`src/rtl/ocp_nic_pwr_seq.sv`:
```
`default_nettype none
// ============================================================================
// Module   : ocp_nic_pwr_seq
// Brief    : Power sequencer for one OCP NIC 3.0 slot. Brings up the aux rail,
//            then the main rail, then releases PERST#. Powers down in reverse
//            order with fixed gaps, and latches a fault on any rail failure.
//            A single 16-bit step counter times every delay and timeout.
// Revision : 1.0 - initial release
// ============================================================================
module ocp_nic_pwr_seq #(
    parameter logic [15:0] PG_TIMEOUT = 16'd1000,
    parameter logic [15:0] DN_DLY     = 16'd10
) (
    input  logic        clk_in,
    input  logic        iRst,
    input  logic        iNic_prsnt_n,
    input  logic        iPwr_on_req,
    input  logic        iAux_pg,
    input  logic        iMain_pg,
    input  logic [15:0] iAux2main_dly,
    input  logic [15:0] iMain2perst_dly,
    output logic        oAux_en,
    output logic        oMain_en,
    output logic        oPerst_n,
    output logic        oFault,
    output logic [3:0]  oSeq_state
);

    // ------------------------------------------------------------------------
    // State encodings (visible on oSeq_state for BMC readout)
    // ------------------------------------------------------------------------
    localparam logic [3:0] c_IDLE     = 4'd0;
    localparam logic [3:0] c_AUX_ON   = 4'd1;
    localparam logic [3:0] c_AUX_DLY  = 4'd2;
    localparam logic [3:0] c_MAIN_ON  = 4'd3;
    localparam logic [3:0] c_MAIN_DLY = 4'd4;
    localparam logic [3:0] c_RUN      = 4'd5;
    localparam logic [3:0] c_DN_MAIN  = 4'd6;
    localparam logic [3:0] c_DN_AUX   = 4'd7;
    localparam logic [3:0] c_FAULT    = 4'd8;

    // A delay of D holds a state for max(D,1) cycles, so the exit compare
    // value is max(D,1)-1. A zero timeout behaves like a timeout of one.
    localparam logic [15:0] c_PG_LIM = (PG_TIMEOUT == 16'd0) ? 16'd0 : (PG_TIMEOUT - 16'd1);
    localparam logic [15:0] c_DN_LIM = (DN_DLY == 16'd0) ? 16'd0 : (DN_DLY - 16'd1);
    localparam logic [15:0] c_CNT_MAX = 16'hFFFF;

    logic [3:0]  r_state;
    logic [15:0] r_cnt;
    logic        r_aux_en;
    logic        r_main_en;
    logic        r_perst_n;
    logic        r_fault;

    logic [3:0]  w_state_nxt;
    logic [15:0] w_cnt_nxt;
    logic        w_aux_en_nxt;
    logic        w_main_en_nxt;
    logic        w_perst_n_nxt;
    logic        w_fault_nxt;
    logic [15:0] w_a2m_lim;
    logic [15:0] w_m2p_lim;
    logic        w_abort;
    logic        w_pg_tmo;
    logic        w_dn_done;

    // Delay limits track the inputs every cycle; ">=" makes a value lowered
    // mid-delay below the current count exit on the very next edge.
    always_comb begin
        w_a2m_lim = (iAux2main_dly == 16'd0) ? 16'd0 : (iAux2main_dly - 16'd1);
        w_m2p_lim = (iMain2perst_dly == 16'd0) ? 16'd0 : (iMain2perst_dly - 16'd1);
        w_abort   = (~iPwr_on_req) | iNic_prsnt_n;
        w_pg_tmo  = (r_cnt >= c_PG_LIM);
        w_dn_done = (r_cnt >= c_DN_LIM);
    end

    // Next-state selection; rail faults outrank aborts, pg outranks timeout.
    always_comb begin
        w_state_nxt = r_state;
        case (r_state)
            c_IDLE: begin
                if (!iNic_prsnt_n && iPwr_on_req) begin
                    w_state_nxt = c_AUX_ON;
                end
            end
            c_AUX_ON: begin
                if (w_abort) begin
                    w_state_nxt = c_DN_AUX;
                end else if (iAux_pg) begin
                    w_state_nxt = c_AUX_DLY;
                end else if (w_pg_tmo) begin
                    w_state_nxt = c_FAULT;
                end
            end
            c_AUX_DLY: begin
                if (!iAux_pg) begin
                    w_state_nxt = c_FAULT;
                end else if (w_abort) begin
                    w_state_nxt = c_DN_AUX;
                end else if (r_cnt >= w_a2m_lim) begin
                    w_state_nxt = c_MAIN_ON;
                end
            end
            c_MAIN_ON: begin
                if (!iAux_pg) begin
                    w_state_nxt = c_FAULT;
                end else if (w_abort) begin
                    w_state_nxt = c_DN_MAIN;
                end else if (iMain_pg) begin
                    w_state_nxt = c_MAIN_DLY;
                end else if (w_pg_tmo) begin
                    w_state_nxt = c_FAULT;
                end
            end
            c_MAIN_DLY: begin
                if (!iAux_pg || !iMain_pg) begin
                    w_state_nxt = c_FAULT;
                end else if (w_abort) begin
                    w_state_nxt = c_DN_MAIN;
                end else if (r_cnt >= w_m2p_lim) begin
                    w_state_nxt = c_RUN;
                end
            end
            c_RUN: begin
                if (!iAux_pg || !iMain_pg) begin
                    w_state_nxt = c_FAULT;
                end else if (w_abort) begin
                    w_state_nxt = c_DN_MAIN;
                end
            end
            // Power-down ignores pg and new requests until IDLE is reached.
            c_DN_MAIN: begin
                if (w_dn_done) begin
                    w_state_nxt = c_DN_AUX;
                end
            end
            c_DN_AUX: begin
                if (w_dn_done) begin
                    w_state_nxt = c_IDLE;
                end
            end
            c_FAULT: begin
                if (!iPwr_on_req) begin
                    w_state_nxt = c_IDLE;
                end
            end
            default: begin
                w_state_nxt = c_IDLE;
            end
        endcase
    end

    // Step counter: restarts on every state change, saturates instead of wrapping.
    always_comb begin
        w_cnt_nxt = r_cnt;
        if (w_state_nxt != r_state) begin
            w_cnt_nxt = 16'd0;
        end else if (r_cnt != c_CNT_MAX) begin
            w_cnt_nxt = r_cnt + 16'd1;
        end
    end

    // Output decode from the next state so the registered outputs change on
    // the same edge as the state. Main stays on through DN_MAIN and aux
    // through DN_AUX, giving the DN_DLY gaps between PERST#, main-off and
    // aux-off; FAULT drops everything at once.
    always_comb begin
        w_aux_en_nxt  = 1'b0;
        w_main_en_nxt = 1'b0;
        w_perst_n_nxt = 1'b0;
        w_fault_nxt   = 1'b0;
        case (w_state_nxt)
            c_AUX_ON, c_AUX_DLY, c_DN_AUX: begin
                w_aux_en_nxt = 1'b1;
            end
            c_MAIN_ON, c_MAIN_DLY, c_DN_MAIN: begin
                w_aux_en_nxt  = 1'b1;
                w_main_en_nxt = 1'b1;
            end
            c_RUN: begin
                w_aux_en_nxt  = 1'b1;
                w_main_en_nxt = 1'b1;
                w_perst_n_nxt = 1'b1;
            end
            c_FAULT: begin
                w_fault_nxt = 1'b1;
            end
            default: begin
                w_aux_en_nxt = 1'b0;
            end
        endcase
    end

    // State, counter and output registers; reset drops every rail at once.
    always_ff @(posedge clk_in or posedge iRst) begin
        if (iRst) begin
            r_state   <= c_IDLE;
            r_cnt     <= 16'd0;
            r_aux_en  <= 1'b0;
            r_main_en <= 1'b0;
            r_perst_n <= 1'b0;
            r_fault   <= 1'b0;
        end else begin
            r_state   <= w_state_nxt;
            r_cnt     <= w_cnt_nxt;
            r_aux_en  <= w_aux_en_nxt;
            r_main_en <= w_main_en_nxt;
            r_perst_n <= w_perst_n_nxt;
            r_fault   <= w_fault_nxt;
        end
    end

    assign oAux_en    = r_aux_en;
    assign oMain_en   = r_main_en;
    assign oPerst_n   = r_perst_n;
    assign oFault     = r_fault;
    assign oSeq_state = r_state;

endmodule
`default_nettype wire

```
`config.mk`:
```
export PLATFORM = sky130hd
export DESIGN_NAME = ocp_nic_pwr_seq
export DESIGN_NICKNAME = d
export VERILOG_FILES = /design/src/rtl/ocp_nic_pwr_seq.sv
export SDC_FILE = /design/constraint.sdc
export NUM_CORES = 1
export LEC_CHECK = 0
export BUFFER_PORTS_ARGS = -buffer_cell sky130_fd_sc_hd__buf_2
export CAP_MARGIN = 20
export CORE_MARGIN = 8
export CORE_UTILIZATION = 48
export DETAILED_ROUTE_END_ITERATION = 8
export PLACE_DENSITY = 0.74
export SETUP_SLACK_MARGIN = 0.4
export SYNTH_ARGS = -nofsm -noshare
export SYNTH_HDL_FRONTEND = slang
export SYNTH_SLANG_ARGS = --single-unit
export TNS_END_PERCENT = 100
```
`constraint.sdc`:
```
create_clock -name clk_in -period 5.15 [get_ports clk_in]
set_input_delay 0.7725 -clock clk_in [delete_from_list [all_inputs] [get_ports clk_in]]
set_output_delay 0.7725 -clock clk_in [all_outputs]
set_load 0.02 [all_outputs]
```
## Word-level counts from Yosys, hierarchy flattened

Index checks and enable logic that the tools add are counted.

| word-level totals | value |
|---|---|
| flip-flop bits (word level) | 24 |
| input bits | 38 |
| output and inout port bits | 8 |
| logic and storage cells | 71 |

| cells by class | value |
|---|---|
| add/sub/neg operators | 3 |
| magnitude comparators | 4 |
| equal/unequal tests | 18 |
| mux-type cells | 27 |
| bitwise operators | 2 |
| reductions and logical operators | 11 |

Operator list:

| operator | number |
|---|---|
| $mux W4 | 18 |
| $mux W16 | 4 |
| $pmux W4 S9 | 1 |
| $eq A4 B3 Y1 const B | 8 |
| $ge A16 B16 Y1 | 2 |
| $logic_not A16 Y1 | 2 |
| $sub A16 B1 Y16 const B | 2 |
| $add A16 B1 Y16 const B | 1 |
| $eq A4 B2 Y1 const B | 4 |
| $ge A16 B10 Y1 const B | 1 |
| $ge A16 B4 Y1 const B | 1 |
| $ne A16 B16 Y1 const B | 1 |
| $eq A4 B1 Y1 const B | 2 |
| $eq A4 B4 Y1 const B | 2 |
| $reduce_or A7 Y1 | 1 |
| $logic_not A4 Y1 | 1 |
| $mux W1 | 4 |
| $ne A4 B4 Y1 | 1 |
| $reduce_or A4 Y1 | 1 |
| $logic_not A1 Y1 | 3 |
| $reduce_bool A2 Y1 | 1 |
| $logic_and A1 B1 Y1 | 1 |
| $logic_or A1 B1 Y1 | 1 |
| $not A1 Y1 | 1 |
| $or A1 B1 Y1 | 1 |

## Longest topological paths before layout

Gate-level depths: netlist (run 1).

| logic depth | value |
|---|---|
| word-level depth | 10 |
| mapped depth | 16 |

## Worst setup path before layout (run 1)

OpenSTA, ideal clock, no wires.

| path | value |
|---|---|
| path kind | input to register |
| start point | input iMain2perst_dly[9] |
| end point | register r_aux_en (netlist: oAux_en) |
| library setup time | 0.131 ns |
| arrival | 4.464 ns |
| data required time | 5.019 ns |
| path slack | 0.555 ns |
| cell stages on the path | 13 |
| cell sequence | or4_4 > or3_4 > or4_4 > or3_4 > and2_1 > ha_1 > nand2b_1 > a2111o_1 > a32oi_1 > a21oi_1 > nor4_4 > inv_2 > or3_1 |

| between the ends | value |
|---|---|
| word-level cells in the longest chain between the ends | 10 |
| elaborated cells between the ends (all ways) | 17 |
| those cells by class | add/sub (1); order compare (1); eq/ne (7); mux (6); reduce/logical (2) |

Ends and longest elaborated chain:

| element | line | RTL |
|---|---|---|
| start: declaration | 21 | `input logic [15:0] iMain2perst_dly,` |
| $sub A16 B1 Y16 or $logic_not A16 Y1 (tied branches) | 71 | `w_m2p_lim = (iMain2perst_dly == 16'd0) ? 16'd0 : (iMain2perst_dly - 16'd1);` |
| $mux W16 * | 71 |  |
| $ge A16 B16 Y1 * | 120 | `end else if (r_cnt >= w_m2p_lim) begin` |
| $mux W4 * | 120 |  |
| $mux W4 * | 118 | `end else if (w_abort) begin` |
| $mux W4 * | 116 | `if (!iAux_pg \|\| !iMain_pg) begin` |
| $pmux W4 S9 * | 80 | `case (r_state)` |
| named net w_state_nxt[0] | 55 | `logic [3:0] w_state_nxt;` |
| $eq A4 B3 Y1 (tied with other cells) | 172 | `case (w_state_nxt)` |
| $reduce_or A7 Y1 (no line) * | - |  |
| $mux W1 * | 172 |  |
| named net w_aux_en_nxt | 57 | `logic w_aux_en_nxt;` |
| end signal: assignment | 206 | `r_aux_en <= w_aux_en_nxt;` |
| end: declaration | 50 | `logic r_aux_en;` |

The timed path passes the listed nets; every way through them passes the cells marked *.
A chain may end at the register's enable or synchronous reset.

## Worst setup path after layout (run 1)

Ends and elaborated chain as after synthesis.

==> qor.json, run 1 <==
{
  "grt": {
    "largest_net_degree_at_the_start_of_global_routing": 25,
    "grt_first_pass_wirelength_mm": 11.4,
    "globalRouteOverflowTotal": 0,
    "grt_use_total_pct": 15.1,
    "antenna_found_initial": 0,
    "vias_in_the_first_global_route": 2578
  },
  "cells_and_area": {
    "layout-area-overhead-vs-synth_pct": 11.9,
    "mostFrequentLayoutCell": "sky130_fd_sc_hd__nand2_1",
    "commonest_cells_after_routing_fill_and_taps_aside": "sky130_fd_sc_hd__nand2_1, sky130_fd_sc_hd__buf_2, sky130_fd_sc_hd__nor2_1, sky130_fd_sc_hd__ha_1",
    "nNetsFinal": 495,
    "number_of_cells_in_the_finished_layout_apart_from_fillers": 492,
    "post_route_cells_drive_above_1_share_pct": 16.1,
    "antennaDiodeCount": 0
  },
  "setup_path": {
    "worst-endpoint-required_ns": 5.31,
    "critical_path_peak_fanout": 4,
    "cp_slowest_stage_delay_ns": 0.53,
    "critical_path_arrival_ns": 4.70,
    "critical_path.cell_chain": "buf_2 -> or4_4 -> or3_4 -> or4_4 -> or3_4 -> and2_1 -> ha_1 -> nand2b_1 -> a2111o_1 -> a32oi_1 -> a21oi_1 -> nor4_4 -> inv_2 -> or3_1",
    "crit_slowest_cell": "sky130_fd_sc_hd__or4_4",
    "reg2reg_setup_slack_ns": 2.14,
    "critical-path-top-delay-family": "simple AND/OR/NAND/NOR gates",
    "setup.worst_path.class": "input port to flop",
    "worstSetupStartpointType": "input port",
    "cp.buffers_inverters": 2,
    "worstSetupEndpointType": "flop"
  },
  "cts": {
    "cts.reportedPaths.clkPinSlew_ns": 0.09,
    "tritoncts_num_sinks": 24,
    "htree_num_levels": 1,
    "max-clock-path-buffers": 2,
    "cts-buffers-inserted": 3,
    "clock_latency_ns": 0.27,
    "tritoncts_clock_tree": "built",
    "cts_hold_buffers": 0,
    "clockRootBuffer": "sky130_fd_sc_hd__clkbuf_8"
  },
  "synthesis": {
    "synth_enable_flop_cells": 0,
    "postSynthRegisterBits": 24,
    "synth-warning-count": 0,
    "yosysSeqAreaShare_pct": 20.3,
    "ys_async_sr_fraction_pct": 100,
    "syn-mean-instance-area_sq_um": 7.88,
    "synth_top_cells_by_area": "sky130_fd_sc_hd__dfrtp_1, sky130_fd_sc_hd__ha_1, sky130_fd_sc_hd__nand2_1",
    "dominantRegCellSynth": "sky130_fd_sc_hd__dfrtp_1",
    "netlist.area_leader.share_pct": 20.3,
    "synth.distinct_cells": 57,
    "postSynthNetCount": 452,
    "post_synthesis_instance_area_sq_mm": 0.00296,
    "postSynthCellCount": 375,
    "synth_top_cell_by_area": "sky130_fd_sc_hd__dfrtp_1"
  },
  "placed_design": {
    "placed_cells_incl_taps": 488,
    "place.port_buffers": 45,
    "hpwl_mm": 5.68,
    "gpl.final_weighted_congestion": 0.889
  },
  "outcome": {
    "status": "finished clean"
  },
  "route": {
    "drt_pre_antenna_iters": 4,
    "first_iter_violations": 189,
    "wirelength_mm": 6.90,
    "number_of_vias_after_detailed_routing": 2812,
    "antenna_violating_nets_post_route": 0,
    "detail_route.drc_violations": 0,
    "number_of_vias_per_cell_after_detailed_routing": 5.72,
    "routedWlPerCell_um": 14.0
  },
  "sta": {
    "timing.hold.ws_ns": 0.686,
    "finalClockSkew_ns": 0.00905,
    "timing_max_transition_violations_final": 0,
    "final_setup_violation_count": 0,
    "aggregate_negative_setup_slack_ns": 0,
    "tightestPinTransition_ns": 0.904,
    "hold_viol_final": 0,
    "rsz0062_at_grt": "false",
    "worst_slew_margin_rel_pct": 39.6,
    "max_freq_mhz": 220,
    "post-route-min-period_ns": 4.55,
    "timing.final.crit_share_pct": 88.3
  },
  "die": {
    "coreArea_sq_mm": 0.00592,
    "die_width_um": 94.5,
    "fp.dieH_um": 94.5,
    "start_util_pct": 49.9,
    "io_pins": 46,
    "floorplan.die_area_sq_mm": 0.00892,
    "placementRows": 28
  },
  "power": {
    "power.leakage_nw": 1.65,
    "power.ir.vdd_worst_v": 0.000261,
    "power_density_over_the_cells_mw_per_mm2": 262,
    "post-layout-total-power_uw": 866
  },
  "job": {
    "number_of_max_cap_violations": 0
  },
  "hold_path": {
    "hold_class": "input port to async pin"
  }
}
[cells in the mapped netlist, types with 2 or more instances]
cell type,instances
sky130_fd_sc_hd__nand2_1,68
sky130_fd_sc_hd__ha_1,39
sky130_fd_sc_hd__nor2_1,39
sky130_fd_sc_hd__dfrtp_1,24
sky130_fd_sc_hd__xor2_1,24
sky130_fd_sc_hd__a21oi_1,17
sky130_fd_sc_hd__xnor2_1,15
sky130_fd_sc_hd__inv_1,12
sky130_fd_sc_hd__nor4_1,12
sky130_fd_sc_hd__o21ai_0,11
sky130_fd_sc_hd__nor3_1,10
sky130_fd_sc_hd__nand3_1,9
sky130_fd_sc_hd__nand4_1,8
sky130_fd_sc_hd__nand2b_1,7
sky130_fd_sc_hd__clkbuf_1,6
sky130_fd_sc_hd__nor2b_1,5
sky130_fd_sc_hd__and2_1,4
sky130_fd_sc_hd__and3_1,4
sky130_fd_sc_hd__and4_1,4
sky130_fd_sc_hd__a31oi_1,3
sky130_fd_sc_hd__mux2i_1,3
sky130_fd_sc_hd__nand3b_1,3
sky130_fd_sc_hd__o211ai_1,3
sky130_fd_sc_hd__a2111o_1,2
sky130_fd_sc_hd__a221oi_1,2
sky130_fd_sc_hd__buf_6,2
sky130_fd_sc_hd__inv_2,2
sky130_fd_sc_hd__nor3b_1,2
sky130_fd_sc_hd__o21ba_2,2
sky130_fd_sc_hd__o31ai_1,2
sky130_fd_sc_hd__or3_1,2
sky130_fd_sc_hd__or3_4,2
sky130_fd_sc_hd__or4_1,2
sky130_fd_sc_hd__or4_4,2
[worst paths after layout]
path | start | endpoint | cells after the start
hold reg to reg | r_cnt[9]$_DFFE_PP0P_ | r_cnt[9]$_DFFE_PP0P_ | 3
setup reg to reg | r_cnt[1]$_DFFE_PP0P_ | r_cnt[2]$_DFFE_PP0P_ | 8
min in group clk_in | r_cnt[9]$_DFFE_PP0P_ | r_cnt[9]$_DFFE_PP0P_ | 3
setup / recovery | iMain2perst_dly[9] | oAux_en$_DFF_PP0_ | 14
max in group asynchronous | iRst | r_cnt[4]$_DFFE_PP0P_ | 2
hold / removal | iRst | oMain_en$_DFF_PP0_ | 2
[logic make-up after synthesis]
logic type	count (synthesis)	synth area share, %
compound gates	56	13.4
xor+xnor	39	11.6
mux	5	2.16
simple gates	189	32.5
fa+ha+maj	39	16.5
buf+inv	23	3.56
flops	24	20.3
[worst reg2reg max path, stage by stage, from the launching register on]
cell and delay (ns):
sky130_fd_sc_hd__dfrtp_1 0.45, sky130_fd_sc_hd__ha_1 0.23, sky130_fd_sc_hd__and2_1 0.19, sky130_fd_sc_hd__o311ai_0 0.71, sky130_fd_sc_hd__nand4_1 0.27, sky130_fd_sc_hd__a221oi_1 0.35
sky130_fd_sc_hd__o221a_2 0.46, sky130_fd_sc_hd__o211ai_1 0.17, sky130_fd_sc_hd__nor2_1 0.11
[area by class of cell]
type,count,area (sq um)
timing repair buffer,47,240
inverter,14,52.6
clock buffer,3,41.3
fill,557,2610
sequential,24,601
tap,75,93.8
clock inverter,1,30.0
multi-input combinational,328,2250
[routing by layer]
| metal | vias up | track usage (%) | wire length (um) |
|---|---|---|---|
| met5 | - | 0 | 0 |
| met4 | 0 | 0.260 | 16 |
| met3 | 4 | 2.46 | 329 |
| met2 | 55 | 27.6 | 3430 |
| met1 | 1323 | 19.2 | 3120 |
| li1 | 1430 | - | - |
[power by group]
part           total [mW]  internal, mW  switching [mW]
clock network       0.165         0.104          0.0613
registers           0.264         0.216          0.0473
logic               0.437         0.168           0.269
[flip-flops by register name, summed over array words and instances (netlist names)]
signal,flops
oMain_en,1
oSeq_state,4
oAux_en,1
r_cnt,16
oFault,1
oPerst_n,1
[what timing repair did]
action                                  4_1_cts  5_1_grt
endpoints found under the setup margin        0       14
setup buffers                                 0        0
resized for setup                             0        0
[through the flow]
stage,worst slack (ns),util [%],area (sq um)
finish,0.605,55.9,3310
floorplan,0.555,-,2960
global placement,0.317,54.7,3240
global route,0.461,55.9,3310
CTS,0.494,55.9,3310
detailed placement,0.225,54.7,3240
(Power assumes the default switching activity.)
==> inputs of run 2 (changes only) <==
PLACE_DENSITY = 0.79   (was 0.74)
==> run 2 against run 1 <==
Non-clock buffer count shrank 1; via count is essentially flat; combinational power is essentially flat; clock power shrank 24%; wire length grew 4.9%; register-to-register slack gained 0.10 ns; count of clock-buffer cells in the layout grew 1; hold slack lost 0.0040 ns; worst setup slack gained 0.071 ns; sequential share of layout area grew 0.13 points; critical path type unchanged; critical endpoint unchanged; largest cell class unchanged; largest power group unchanged.
==> qor.json, run 2 (synthesis gave the netlist of run 1 again) <==
{
  "sta": {
    "rsz0062_at_grt": "false",
    "max_freq": {"value": 224, "unit": "MHz", "change": "+1.6%"},
    "aggregate_negative_setup_slack": {"value": 0, "unit": "ns", "change": "unchanged"},
    "timing.final.crit_share": {"value": 86.9, "unit": "%", "change": "-1.4 points"},
    "final_setup_violation_count": {"value": 0, "change": "unchanged"},
    "finalClockSkew": {"value": 0.00373, "unit": "ns", "change": "-0.00533 ns"},
    "pnr_worst_setup_slack": {"value": 0.676, "unit": "ns", "change": "+0.0713 ns"},
    "tightestPinTransition": {"value": 0.891, "unit": "ns", "change": "-0.0137 ns"},
    "timing.hold.ws": {"value": 0.682, "unit": "ns", "change": "-0.00401 ns"},
    "hold_viol_final": {"value": 0, "change": "unchanged"},
    "timing_max_transition_violations_final": {"value": 0, "change": "unchanged"},
    "post-route-min-period": {"value": 4.47, "unit": "ns", "change": "-0.0713 ns"},
    "worst_slew_margin_rel": {"value": 40.6, "unit": "%", "change": "+0.92 points"}
  },
  "cts": {
    "cts.reportedPaths.clkPinSlew": {"value": 0.08, "unit": "ns", "change": "about the same"},
    "max-clock-path-buffers": {"value": 2, "change": "unchanged"},
    "cts_hold_buffers": {"value": 0, "change": "unchanged"},
    "htree_num_levels": {"value": 1, "change": "unchanged"},
    "clock_latency": {"value": 0.26, "unit": "ns", "change": "about the same"},
    "tritoncts_clock_tree": "built",
    "post_cts_resize_count": {"value": 0, "change": "unchanged"},
    "clockRootBuffer": "sky130_fd_sc_hd__clkbuf_8",
    "cts-buffers-inserted": {"value": 3, "change": "unchanged"},
    "tritoncts_num_sinks": {"value": 24, "change": "unchanged"}
  },
  "placed_design": {
    "detailed_place.area": {"value": 0.00323, "unit": "sq mm", "change": "-0.23%"},
    "place.port_buffers": {"value": 45, "change": "unchanged"},
    "placement.setup.worst_slack": {"value": 0.242, "unit": "ns", "change": "+0.0166 ns"},
    "gpl.final_weighted_congestion": {"value": 0.894, "change": "+0.61%"},
    "hpwl": {"value": 5.94, "unit": "mm", "change": "+4.6%"},
    "placed_cells_incl_taps": {"value": 487, "change": "-0.20%"}
  },
  "grt": {
    "vias_in_the_first_global_route": {"value": 2769, "change": "+7.4%"},
    "grt_first_pass_wirelength": {"value": 12.2, "unit": "mm", "change": "+7.2%"},
    "grt_use_total": {"value": 16.4, "unit": "%", "change": "+1.2 points"},
    "antenna_found_initial": {"value": 0, "change": "unchanged"},
    "globalRouteOverflowTotal": {"value": 0, "change": "unchanged"},
    "largest_net_degree_at_the_start_of_global_routing": {"value": 25, "change": "unchanged"}
  },
  "die": {
    "floorplan.die_area": {"value": 0.00892, "unit": "sq mm", "change": "unchanged"},
    "placementRows": {"value": 28, "change": "unchanged"},
    "die_width": {"value": 94.5, "unit": "um", "change": "unchanged"},
    "coreArea": {"value": 0.00592, "unit": "sq mm", "change": "unchanged"},
    "io_pins": {"value": 46, "change": "unchanged"},
    "fp.dieH": {"value": 94.5, "unit": "um", "change": "unchanged"},
    "start_util": {"value": 49.9, "unit": "%", "change": "unchanged"}
  },
  "route": {
    "drt_pre_antenna_iters": {"value": 4, "change": "unchanged"},
    "detail_route.drc_violations": {"value": 0, "change": "unchanged"},
    "first_iter_violations": {"value": 166, "change": "-12%"},
    "number_of_vias_after_detailed_routing": {"value": 2813, "change": "+0.036%"},
    "number_of_vias_per_cell_after_detailed_routing": {"value": 5.73, "change": "+0.24%"},
    "antenna_violating_nets_post_route": {"value": 0, "change": "unchanged"},
    "routedWlPerCell": {"value": 14.7, "unit": "um", "change": "+5.2%"},
    "wirelength": {"value": 7.24, "unit": "mm", "change": "+4.9%"}
  },
  "cells_and_area": {
    "number_of_flip_flops_in_the_largest_register": {"value": 16, "change": "unchanged"},
    "fillerInstances": {"value": 577, "change": "+3.6%"},
    "layout-area-overhead-vs-synth_pct": 11.1,
    "antennaDiodeCount": {"value": 0, "change": "unchanged"},
    "multi_input_comb_area": {"value": 0.00225, "unit": "sq mm", "change": "unchanged"},
    "number_of_cells_in_the_finished_layout_apart_from_fillers": {"value": 491, "change": "-0.20%"},
    "nNetsFinal": {"value": 494, "change": "-0.20%"},
    "max_flop_register": "r_cnt",
    "finish.instance_area": {"value": 0.00328, "unit": "sq mm", "change": "-0.72%"},
    "mostFrequentLayoutCell": "sky130_fd_sc_hd__nand2_1",
    "post_route_cells_drive_above_1_share": {"value": 15.9, "unit": "%", "change": "-0.20 points"},
    "ff_latch_area": {"value": 601, "unit": "sq um", "change": "unchanged"},
    "commonest_cells_after_routing_fill_and_taps_aside": "sky130_fd_sc_hd__nand2_1, sky130_fd_sc_hd__buf_2, sky130_fd_sc_hd__nor2_1, sky130_fd_sc_hd__ha_1"
  },
  "power": {
    "power.leakage": {"value": 1.64, "unit": "nW", "change": "-0.67%"},
    "power.ir.vdd_worst": {"value": 0.000269, "unit": "V", "change": "+3.0%"},
    "power_density_over_the_cells": {"value": 251, "unit": "mW/mm^2", "change": "-4.0%"}
  },
  "job": {
    "number_of_max_cap_violations": {"value": 0, "change": "unchanged"}
  },
  "setup_path": {
    "worst-r2r-cell-count": {"value": 8, "change": "unchanged"},
    "critical_path_arrival": {"value": 4.62, "unit": "ns", "change": "-0.08 ns"},
    "worst-endpoint-required": {"value": 5.30, "unit": "ns", "change": "about the same"},
    "setup.worst_path.class": "input port to flop",
    "worstSetupStartpointType": "input port",
    "worstSetupEndpointType": "flop",
    "critical_path_peak_fanout": {"value": 14, "change": "+10"}
  },
  "hold_path": {
    "hold_class": "input port to async pin"
  },
  "outcome": {
    "status": "finished clean"
  }
}
run 2: cell count changes in the layout (fill, tap and decap cells not counted):
cell,previous run,this run
sky130_fd_sc_hd__clkbuf_8,3,4
sky130_fd_sc_hd__bufinv_16,1,0
sky130_fd_sc_hd__buf_4,2,1
run 2: report_power, final:
group	total (mW)	internal, mW	leakage [nW]	switching (mW)
Sequential	0.265	0.216	0.325	0.0484
Combinational	0.435	0.168	1.28	0.267
Clock	0.126	0.0682	0.0288	0.0574
Total	0.825	0.452	1.64	0.373
run 2: critical path: stages:
cell and delay [ns]:
sky130_fd_sc_hd__buf_2 0.11, sky130_fd_sc_hd__or4_4 0.53, sky130_fd_sc_hd__or3_4 0.36, sky130_fd_sc_hd__or4_4 0.42, sky130_fd_sc_hd__or3_4 0.41, sky130_fd_sc_hd__and2_1 0.19
sky130_fd_sc_hd__ha_1 0.26, sky130_fd_sc_hd__nand2b_1 0.14, sky130_fd_sc_hd__a2111o_1 0.40, sky130_fd_sc_hd__a32oi_1 0.21, sky130_fd_sc_hd__a21oi_1 0.14, sky130_fd_sc_hd__nor4_4 0.27
sky130_fd_sc_hd__inv_2 0.06, sky130_fd_sc_hd__or3_1 0.36
run 2: metrics by stage:
step                power, mW  util (%)
global route            0.889      55.5
finish                  0.825      55.5
floorplan               0.604         -
CTS                     0.828      55.5
global placement        0.690      54.5
detailed placement      0.701      54.5
run 2: path summary, 6_finish.rpt:
check	startpoint	to	slack, ns
max	iMain2perst_dly[9]	oAux_en$_DFF_PP0_	0.68
min	iRst	oFault$_DFF_PP0_	0.68
max reg2reg	r_cnt[1]$_DFFE_PP0P_	r_cnt[12]$_DFFE_PP0P_	2.24
min reg2reg	r_cnt[11]$_DFFE_PP0P_	r_cnt[11]$_DFFE_PP0P_	0.71
max in group asynchronous	iRst	r_cnt[4]$_DFFE_PP0P_	3.91
min in group clk_in	r_cnt[11]$_DFFE_PP0P_	r_cnt[11]$_DFFE_PP0P_	0.71
run 2: routing by layer:
| metal | part of all wire, % | track usage (%) | vias up |
|---|---|---|---|
| met5 | 0 | 0 | - |
| met4 | 0.72 | 3.38 | 0 |
| met3 | 6.3 | 2.86 | 6 |
| met2 | 50 | 29.0 | 74 |
| met1 | 43 | 20.3 | 1310 |
| li1 | - | - | 1423 |
run 2: repair_timing:
action | 4_1_cts | 5_1_grt
endpoints found under the hold margin | 0 | 0
setup buffers | 0 | 0
endpoints found under the setup margin | 0 | 1
run 2: layout make-up:
| type | instances | share of cell area (%) |
|---|---|---|
| well taps | 75 | 2.86 |
| multi-input cells | 328 | 68.5 |
| flip-flops and latches | 24 | 18.3 |
| clock buffers | 4 | 1.68 |
| repair buffers | 46 | 7.09 |
| inverters | 14 | 1.60 |
==> inputs of run 3 (changes only) <==
RECOVER_POWER = 50   (was not set)
==> run 3 against run 2 <==
Flip-flop and latch count stayed put; worst setup slack worse by 0.00066 ns; count of clock-buffer cells in the layout stayed put; sequential power hardly changed; non-clock buffer count stayed put; first-iteration DRC count is 3.6% lower; hold slack better by 0.0030 ns.
==> qor.json, run 3 (synthesis gave the netlist of run 1 again) <==
{
  "cells_and_area": {
    "multi_input_comb_area": {"value": 0.00225, "unit": "sq mm", "change": "unchanged"},
    "finalCoreUtilization": {"value": 55.4, "unit": "%", "change": "-0.085 points"},
    "number_of_flip_flops_in_the_largest_register": {"value": 16, "change": "unchanged"},
    "finish.instance_area": {"value": 0.00328, "unit": "sq mm", "change": "-0.15%"},
    "max_flop_register": "r_cnt",
    "commonest_cells_after_routing_fill_and_taps_aside": "sky130_fd_sc_hd__nand2_1, sky130_fd_sc_hd__buf_2, sky130_fd_sc_hd__nor2_1, sky130_fd_sc_hd__ha_1",
    "layout-area-overhead-vs-synth_pct": 11.0,
    "post_route_cells_drive_above_1_share": {"value": 14.9, "unit": "%", "change": "-0.96 points"},
    "antennaDiodeCount": {"value": 0, "change": "unchanged"},
    "ff_latch_area": {"value": 601, "unit": "sq um", "change": "unchanged"},
    "fillerInstances": {"value": 580, "change": "+0.52%"},
    "mostFrequentLayoutCell": "sky130_fd_sc_hd__nand2_1",
    "number_of_cells_in_the_finished_layout_apart_from_fillers": {"value": 491, "change": "unchanged"},
    "nNetsFinal": {"value": 494, "change": "unchanged"}
  },
  "cts": {
    "htree_num_levels": {"value": 1, "change": "unchanged"},
    "post_cts_resize_count": {"value": 0, "change": "unchanged"},
    "clockRootBuffer": "sky130_fd_sc_hd__clkbuf_8",
    "cts.repair_timing.setup_buffer_count": {"value": 0, "change": "unchanged"},
    "tritoncts_num_sinks": {"value": 24, "change": "unchanged"},
    "clock_latency": {"value": 0.26, "unit": "ns", "change": "about the same"},
    "tritoncts_clock_tree": "built",
    "cts.reportedPaths.clkPinSlew": {"value": 0.08, "unit": "ns", "change": "about the same"},
    "cts-buffers-inserted": {"value": 3, "change": "unchanged"},
    "cts_hold_buffers": {"value": 0, "change": "unchanged"},
    "max-clock-path-buffers": {"value": 2, "change": "unchanged"}
  },
  "route": {
    "antenna_violating_nets_post_route": {"value": 0, "change": "unchanged"},
    "detail_route.drc_violations": {"value": 0, "change": "unchanged"},
    "drt_pre_antenna_iters": {"value": 4, "change": "unchanged"},
    "wirelength": {"value": 7.26, "unit": "mm", "change": "+0.30%"},
    "number_of_vias_after_detailed_routing": {"value": 2821, "change": "+0.28%"},
    "first_iter_violations": {"value": 160, "change": "-3.6%"},
    "number_of_vias_per_cell_after_detailed_routing": {"value": 5.75, "change": "+0.28%"},
    "routedWlPerCell": {"value": 14.8, "unit": "um", "change": "+0.30%"}
  },
  "sta": {
    "final_setup_violation_count": {"value": 0, "change": "unchanged"},
    "rsz0062_at_grt": "false",
    "timing.final.crit_share": {"value": 86.9, "unit": "%", "change": "about the same"},
    "finalClockSkew": {"value": 0.00443, "unit": "ns", "change": "+0.000705 ns"},
    "hold_viol_final": {"value": 0, "change": "unchanged"},
    "max_freq": {"value": 223, "unit": "MHz", "change": "about the same"},
    "worst_slew_margin_rel": {"value": 40.2, "unit": "%", "change": "-0.41 points"},
    "timing_max_transition_violations_final": {"value": 0, "change": "unchanged"},
    "aggregate_negative_setup_slack": {"value": 0, "unit": "ns", "change": "unchanged"},
    "post-route-min-period": {"value": 4.47, "unit": "ns", "change": "+0.000661 ns"},
    "tightestPinTransition": {"value": 0.897, "unit": "ns", "change": "+0.00607 ns"}
  },
  "grt": {
    "grt_use_total": {"value": 16.4, "unit": "%", "change": "unchanged"},
    "vias_in_the_first_global_route": {"value": 2769, "change": "unchanged"},
    "antenna_found_initial": {"value": 0, "change": "unchanged"},
    "largest_net_degree_at_the_start_of_global_routing": {"value": 25, "change": "unchanged"},
    "globalRouteOverflowTotal": {"value": 0, "change": "unchanged"},
    "grt_first_pass_wirelength": {"value": 12.2, "unit": "mm", "change": "unchanged"}
  },
  "placed_design": {
    "hpwl": {"value": 5.94, "unit": "mm", "change": "unchanged"},
    "gpl.final_weighted_congestion": {"value": 0.894, "change": "unchanged"},
    "placed_cells_incl_taps": {"value": 487, "change": "unchanged"},
    "place.port_buffers": {"value": 45, "change": "unchanged"},
    "detailed_place.area": {"value": 0.00323, "unit": "sq mm", "change": "unchanged"}
  },
  "outcome": {
    "status": "finished clean"
  },
  "setup_path": {
    "worstSetupStartpointType": "input port",
    "critical-path-top-delay-family": "simple AND/OR/NAND/NOR gates",
    "worst-endpoint-required": {"value": 5.30, "unit": "ns", "change": "about the same"},
    "worstSetupEndpointType": "flop",
    "critical_path.cell_chain": "buf_2 -> or4_4 -> or3_4 -> or4_4 -> or3_4 -> and2_1 -> ha_1 -> nand2b_1 -> a2111o_1 -> a32oi_1 -> a21oi_1 -> nor4_4 -> inv_2 -> or3_1",
    "cp.buffers_inverters": {"value": 2, "change": "unchanged"},
    "critical_path_stages": {"value": 14, "change": "unchanged"},
    "crit_slowest_cell": "sky130_fd_sc_hd__or4_4",
    "worst-r2r-cell-count": {"value": 8, "change": "unchanged"},
    "setup.worst_path.class": "input port to flop",
    "critical_path_arrival": {"value": 4.62, "unit": "ns", "change": "about the same"},
    "cp_slowest_stage_delay": {"value": 0.53, "unit": "ns", "change": "about the same"},
    "critical_path_peak_fanout": {"value": 14, "change": "unchanged"}
  },
  "die": {
    "fp.dieH": {"value": 94.5, "unit": "um", "change": "unchanged"},
    "floorplan.die_area": {"value": 0.00892, "unit": "sq mm", "change": "unchanged"},
    "placementRows": {"value": 28, "change": "unchanged"},
    "start_util": {"value": 49.9, "unit": "%", "change": "unchanged"},
    "coreArea": {"value": 0.00592, "unit": "sq mm", "change": "unchanged"},
    "io_pins": {"value": 46, "change": "unchanged"},
    "die_width": {"value": 94.5, "unit": "um", "change": "unchanged"}
  },
  "hold_path": {
    "hold_class": "input port to async pin"
  },
  "power": {
    "power_density_over_the_cells": {"value": 251, "unit": "mW/mm^2", "change": "-0.23%"},
    "power.leakage": {"value": 1.62, "unit": "nW", "change": "-0.84%"},
    "power.ir.vdd_worst": {"value": 0.000267, "unit": "V", "change": "-0.66%"}
  },
  "job": {
    "number_of_max_cap_violations": {"value": 0, "change": "unchanged"}
  }
}
[run 3: through the flow]
step | setup slack, ns | power, mW | hold slack (ns)
after floorplan | 0.555 | 0.604 | 0.579
after global placement | 0.293 | 0.690 | 0.666
after detailed placement | 0.242 | 0.701 | 0.692
after CTS | 0.524 | 0.828 | 0.709
after global routing | 0.536 | 0.887 | 0.750
final | 0.676 | 0.822 | 0.685
[run 3: worst reg2reg max path, cell delays in order (launching register included)]
cell	delay, ns
sky130_fd_sc_hd__dfrtp_1	0.47
sky130_fd_sc_hd__ha_1	0.24
sky130_fd_sc_hd__and2_1	0.19
sky130_fd_sc_hd__o311ai_0	0.66
sky130_fd_sc_hd__nand4_1	0.23
sky130_fd_sc_hd__a221oi_1	0.33
sky130_fd_sc_hd__o221a_2	0.46
sky130_fd_sc_hd__o211ai_1	0.15
sky130_fd_sc_hd__nor2_1	0.10
[run 3: layer usage]
layer	vias up	global-route usage [%]	routed length, um
met3	4	2.86	431
met2	64	29.0	3670
li1	1422	-	-
met4	0	3.38	41
met5	-	0	0
met1	1331	20.3	3120
[run 3: area by class of cell]
type | instances | share of cell area [%]
Sequential cell | 24 | 18.3
Timing Repair Buffer | 46 | 6.94
Tap cell | 75 | 2.86
Multi-Input combinational cell | 328 | 68.6
Inverter | 14 | 1.60
Clock buffer | 4 | 1.68
[run 3: power breakdown]
part	switching [mW]	internal, mW	total, mW	leakage (nW)
sequential	0.0485	0.216	0.265	0.325
combinational	0.267	0.165	0.432	1.27
clock	0.0574	0.0681	0.125	0.0288
[run 3: path summary, 6_finish.rpt]
check | start | end | slack [ns]
setup reg to reg | r_cnt[1]$_DFFE_PP0P_ | r_cnt[12]$_DFFE_PP0P_ | 2.26
max in group asynchronous | iRst | r_cnt[4]$_DFFE_PP0P_ | 3.91
min in group clk_in | r_cnt[11]$_DFFE_PP0P_ | r_cnt[11]$_DFFE_PP0P_ | 0.71
hold reg to reg | r_cnt[11]$_DFFE_PP0P_ | r_cnt[11]$_DFFE_PP0P_ | 0.71
setup / recovery | iMain2perst_dly[9] | oAux_en$_DFF_PP0_ | 0.68
hold / removal | iRst | oFault$_DFF_PP0_ | 0.68
